[config.mk]
export PLATFORM = sky130hd
export DESIGN_NAME = link_stack
export DESIGN_NICKNAME = d
export VERILOG_FILES = /design/src/rtl/link_stack.sv
export SDC_FILE = /design/constraint.sdc
export NUM_CORES = 1
export LEC_CHECK = 0
export ABC_CLOCK_PERIOD_IN_PS = 3560
export BUFFER_PORTS_ARGS = -buffer_cell sky130_fd_sc_hd__buf_4
export CAP_MARGIN = 40
export CORE_MARGIN = 2
export CORE_UTILIZATION = 30
export DETAILED_ROUTE_END_ITERATION = 6
export PLACE_DENSITY = 0.58
export SYNTH_ARGS = -nofsm -noshare
export SYNTH_HDL_FRONTEND = slang
export SYNTH_SLANG_ARGS = --single-unit
[constraint.sdc]
create_clock -name clk -period 3.56 [get_ports clk]
set_clock_uncertainty 0.2 [all_clocks]
set_input_delay 0.534 -clock clk [delete_from_list [all_inputs] [get_ports clk]]
set_output_delay 0.534 -clock clk [all_outputs]
set_load 0.01 [all_outputs]
[src/rtl/link_stack.sv]
// link_stack: circular-buffer stack of return addresses for nested CALL/RET.
// Define LINK_STACK_ERR_EN to add the sticky lr_err overflow/underflow flag.
module link_stack #(
   parameter  int WIDTH = 8,
   parameter  int DEPTH = 4,
   localparam int CNT_W = $clog2(DEPTH + 1)
) (
   input  logic             clk,
   input  logic             rst,
   input  logic [WIDTH-1:0] lr_in,
   input  logic             lr_en,
   input  logic             pop_en,
   output logic [WIDTH-1:0] LR,
   output logic [CNT_W-1:0] lr_count,
   output logic             lr_empty,
`ifdef LINK_STACK_ERR_EN
   output logic             lr_full,
   output logic             lr_err
`else
   output logic             lr_full
`endif
);

   localparam int PTR_W = (DEPTH > 1) ? $clog2(DEPTH) : 1;

   logic [WIDTH-1:0] mem_q [DEPTH];
   logic [WIDTH-1:0] mem_d [DEPTH];
   logic [PTR_W-1:0] top_q, top_d;
   logic [CNT_W-1:0] cnt_q, cnt_d;
   logic [WIDTH-1:0] lr_q, lr_d;
   logic [PTR_W-1:0] top_inc, top_dec;
   logic             empty, full;

   assign empty = (cnt_q == '0);
   assign full  = (cnt_q == CNT_W'(DEPTH));

   // Explicit wrap so non-power-of-2 depths stay in range.
   assign top_inc = (top_q == PTR_W'(DEPTH - 1)) ? '0 : top_q + PTR_W'(1);
   assign top_dec = (top_q == '0) ? PTR_W'(DEPTH - 1) : top_q - PTR_W'(1);

   always_comb begin
      mem_d = mem_q;
      top_d = top_q;
      cnt_d = cnt_q;
      lr_d  = lr_q;
      if (lr_en && (!pop_en || empty)) begin
         mem_d[top_inc] = lr_in;
         top_d          = top_inc;
         lr_d           = lr_in;
         if (!full) cnt_d = cnt_q + CNT_W'(1);
      end else if (lr_en && pop_en) begin
         mem_d[top_q] = lr_in;
         lr_d         = lr_in;
      end else if (pop_en && !empty) begin
         top_d = top_dec;
         cnt_d = cnt_q - CNT_W'(1);
         lr_d  = (cnt_q == CNT_W'(1)) ? '0 : mem_q[top_dec];
      end
   end

   always_ff @(posedge clk or posedge rst) begin
      if (rst) begin
         for (int i = 0; i < DEPTH; i++) mem_q[i] <= '0;
         top_q <= '0;
         cnt_q <= '0;
         lr_q  <= '0;
      end else begin
         mem_q <= mem_d;
         top_q <= top_d;
         cnt_q <= cnt_d;
         lr_q  <= lr_d;
      end
   end

`ifdef LINK_STACK_ERR_EN
   logic err_q, err_d;

   assign err_d = err_q | (full & lr_en & ~pop_en) | (empty & pop_en & ~lr_en);

   always_ff @(posedge clk or posedge rst) begin
      if (rst) err_q <= 1'b0;
      else     err_q <= err_d;
   end

   assign lr_err = err_q;
`endif

   assign LR       = lr_q;
   assign lr_count = cnt_q;
   assign lr_empty = empty;
   assign lr_full  = full;

endmodule
; After elaboration in Yosys (flattened, before gate mapping)
; Index checks and enable logic that the tools add are counted.
[totals]
ff_bits = 45
input_bits = 12
out_inout_bits = 13
wordCells = 63
[op_classes]
addsub = 4
magnitude_cmp = 5
eq_ne = 5
n_mux = 24
bitwise_logic = 3
n_reduce_logical = 15
[op_table]
columns = operator, n
row1 = $bwmux W32, 2
row2 = $mux W32, 2
row3 = $mux W8, 8
row4 = $demux W8 S2, 2
row5 = $bmux W8 S2, 1
row6 = $mux W3, 4
row7 = $mux W2, 5
row8 = $ge A3 B3 Y1 const B, 3
row9 = $not A2 Y3, 3
row10 = $lt A3 B1 Y1 const B, 2
row11 = $logic_and A1 B1 Y1, 5
row12 = $ne A2 B2 Y1 const B, 2
row13 = $reduce_bool A2 Y1, 2
row14 = $add A3 B1 Y3 const B, 1
row15 = $eq A3 B1 Y1 const B, 1
row16 = $eq A3 B3 Y1 const B, 1
row17 = $logic_not A3 Y1, 1
row18 = $reduce_and A3 Y1, 1
row19 = $reduce_bool A3 Y1, 1
row20 = $sub A3 B1 Y3 const B, 1
row21 = $add A2 B1 Y2 const B, 1
row22 = $eq A2 B2 Y1 const B, 1
row23 = $logic_not A1 Y1, 2
row24 = $logic_not A2 Y1, 1
row25 = 3 further kinds, 3

; Depth between registers and ports, before layout
[depth]
ltp_word = 10
ltp_mapped = 7
depth_no_buf = 6

; Worst setup path after synthesis
; Ideal clock, no wire load.
[synth_timing]
kind = reg-to-reg
start = register cnt_q[1] (netlist: lr_count[1])
end = register mem_q[10] (netlist bit)
setup_time_ps = 125
arrival_ps = 1811
required_ps = 3235
slack_ps = 1424
path_stages_with_launch = 7
synth_period_minus_slack_ps = 2136
cell_sequence = dfrtp_1 > inv_1 > ha_1 > nand2b_4 > nand2_8 > mux2i_4 > mux2_2
[synth_via]
elab_chain_cells = 4
[synth_rtl]
columns = item, line
row1 = "start, declared", 29  ; logic [CNT_W-1:0] cnt_q, cnt_d;
row2 = "start signal, assigned", 70  ; cnt_q <= cnt_d;
row3 = $logic_not A3 Y1 *, 34  ; assign empty = (cnt_q == '0);
row4 = $logic_or A1 B1 Y1 *, 46  ; if (lr_en && (!pop_en || empty)) begin
row5 = $logic_and A1 B1 Y1 *, 46
row6 = $mux W32 / $reduce_bool A2 Y1 (equally long branches), --
row7 = "end signal, assigned", 68  ; mem_q <= mem_d;
row8 = "end, declared", 26  ; logic [WIDTH-1:0] mem_q [DEPTH];
; Mark *: on every way between the ends. The rest lies on a longest branch, timed or not.
; A chain may end at the register's enable or synchronous reset.

; Final worst setup path
[layout_timing]
start = register cnt_q[1] (netlist: lr_count[1])
end = register mem_q[16] (netlist bit)
; The elaborated chain is that of the path after synthesis.

==> results.tsv <==
metric	value	unit
synth top area cells	dfrtp_1 48%, mux2_2 13%, mux4_2 7.6%	
P_leak	1.19	nW
crit share post-route	0.682	
chip height	92.9	um
Initial Utilization	0.308	
io pins	25	
Async SR Flop Fraction	1.00	
hold buffers post-CTS	0	
clock tree sinks	45	
Reg2Reg Setup Slack	1.13	ns
Critical Path End Type	flop	
worst r2r src	lr_count[1]$_DFFE_PP0P_	
Critical R2R Capture	mem_q[16]$_DFFE_PP0P_	
Primary FF master, synth	dfrtp_1	
Final setup viols	0	
clk buf depth	2	
slew margin rel.	0.498	
routability cong.	0.720	
Die Area	8630	sq um
Max-Cap Viols	0	
HP Class	in2async	
Tightest Pin Transition	0.749	ns
register area share after synthesis	0.475	
Setup Fix Bufs, Post-CTS	0	
Slew Limit Fails	0	
GR Util All Layers	0.120	
Worst Setup Start Kind	flop	
final-report hold violation count	0	
FILL cells	782	
f_max	412	MHz
EDFF count, synth	0	
ANT nets after route	0	
DR iter-0 viols	26	
Post-Route Utilization	0.358	
post-DP HPWL	3.25	mm
Die X	92.9	um
final WL	4.72	mm
Detailed Routing Iterations Pass 1	4	
antenna violations before repair	0	
synthesized area	2370	sq um
flops & latches, synth	45	
Core Region	7690	sq um
unrepaired setup endpoints after global routing	false	
Vias	1519	
outcome	finished, final reports clean	
area leader, netlist	dfrtp_1	
CP Class	reg2reg	
row cnt	32	
CTS clk-pin slew, worst paths	0.09	ns
final net count	233	
post-DR wirelength/cell	15.0	um
PostCTS Resize Cnt	0	
cell with the most instances after synthesis	dfrtp_1	
Inserted Diodes	0	
PD cells	879	nW/um^2
Root Driver	clkbuf_8	
CTS buffer count	5	
largest net degree at the start of global routing	32	
layout cells sized above 1	0.357	
worst path arrival time	2.42	ns
vias in the first global route	1546	
Via-to-Cell Ratio	4.82	
Critical Path RT	3.55	ns
crit path time final	2.43	ns
CTS tree	yes	
Skew-Pair Late Insertion Delay	0.31	ns
Peak supply drop	0.000237	V
post-synthesis net count	208	
Netlist cell types	34	
DRC viols	0	
reg2reg path depth	6	
worst-path maximum fanout	16	
mean post-synth cell area	12.7	sq um
H-Tree Depth	2	
top cell type's share of synthesized area	0.475	
post-synthesis cell count	187	
GRT overflow	0	
Synth-to-Final Area Change	16.1	%
PortBufs	24	
YS warnings	0	
global-route wire length before repair	7.88	mm
final setup TNS	0	ns
commonest cells in the netlist	45 x dfrtp_1, 28 x mux2_2, 20 x nand2_1, 16 x inv_1	
-- layer usage --
layer	wire length (um)	up-vias	track usage	part of all wire
li1	-	718	-	-
met2	2280	29	0.196	0.48
met1	2120	763	0.151	0.45
met4	94	0	0.0404	0.020
met3	219	9	0.0358	0.046
met5	0	-	0	0
-- per-stage QoR --
stage	hold slack [ns]	instances	power (mW)	setup WS [ns]	cell area [sq um]
2_1_floorplan	0.252	187	1.79	1.42	2370
5_1_grt	0.0886	315	2.60	0.987	2750
6_report	0.0608	315	2.42	1.13	2750
3_5_place_dp	0.269	307	2.10	1.11	2650
4_1_cts	0.0705	315	2.46	1.10	2750
3_3_place_gp	0.270	307	2.08	1.17	2650
-- cell type report --
class	instances	area [sq um]	share of cell area
tap	102	128	0.0464
inverter	16	60.1	0.0218
sequential	45	1130	0.409
timing repair buffer	26	195	0.0709
multi-input combinational	118	1140	0.415
clock inverter	2	17.5	0.00637
clock buffer	6	82.6	0.0300
-- placed cells by master, fill, tap and decap left out, drive strengths merged --
| cell | count |
|---|---|
| and2 | 1 |
| o21bai | 1 |
| buf | 26 |
| mux2 | 32 |
| nand2b | 3 |
| nand2 | 21 |
| nand3b | 1 |
| mux2i | 5 |
| xnor2 | 2 |
| clkinv | 2 |
| nor2b | 2 |
| nor2 | 4 |
| a211oi | 1 |
| a31oi | 2 |
| dfrtp | 45 |
| o211ai | 1 |
| inv | 16 |
| o221ai | 9 |
| mux4 | 8 |
| clkbuf | 6 |
| o31ai | 1 |
| ha | 9 |
| a21oi | 7 |
| maj3 | 1 |
| and3 | 1 |
| o21ai | 3 |
| nand3 | 1 |
| or3 | 1 |
| a311o | 1 |
-- power breakdown --
part	internal [mW]	switching, mW	leakage [nW]	total, mW
clock	0.161	0.190	0.0518	0.351
combinational	0.640	0.513	0.603	1.15
sequential	0.761	0.153	0.537	0.915
total	1.56	0.856	1.19	2.42
-- registers in the layout, indices dropped and copies added (netlist names) --
name	cells
lr_count	3
top_q	2
mem_q	32
LR	8
-- worst max-delay path, cell delays in order, from the launching register on --
cell and delay (ns):
dfrtp_1 0.45, inv_1 0.14, ha_1 0.34, nand2b_4 0.13, nand2_8 0.18, mux2i_4 0.47, mux2_2 0.39
-- worst max-delay path by stage --
| stage | from | end | slack (ns) | cells past startpoint |
|---|---|---|---|---|
| after floorplan | lr_count[1]$_DFFE_PP0P_ | mem_q[10]$_DFFE_PP0P_ | 1.42 | 6 |
| after global placement | lr_count[1]$_DFFE_PP0P_ | mem_q[23]$_DFFE_PP0P_ | 1.17 | 6 |
| after detailed placement | lr_count[1]$_DFFE_PP0P_ | mem_q[23]$_DFFE_PP0P_ | 1.11 | 6 |
| after CTS | lr_count[1]$_DFFE_PP0P_ | mem_q[23]$_DFFE_PP0P_ | 1.10 | 6 |
| after global routing | lr_count[1]$_DFFE_PP0P_ | mem_q[12]$_DFFE_PP0P_ | 0.99 | 6 |
| final | lr_count[1]$_DFFE_PP0P_ | mem_q[16]$_DFFE_PP0P_ | 1.13 | 6 |
-- logic make-up (layout without fill, tap and decap cells) --
family / after synthesis / in the layout / synth area share
AO/OA/AOI/OAI: 26 / 26 / 0.0766
buffers and inverters: 24 / 50 / 0.0428
adder cells (fa/ha/maj): 10 / 10 / 0.0517
XOR/XNOR: 2 / 2 / 0.00739
flip-flops: 45 / 45 / 0.475
multiplexers: 45 / 45 / 0.270
AND/OR/NAND/NOR: 35 / 35 / 0.0760
Power figures use the tool's default switching activity.
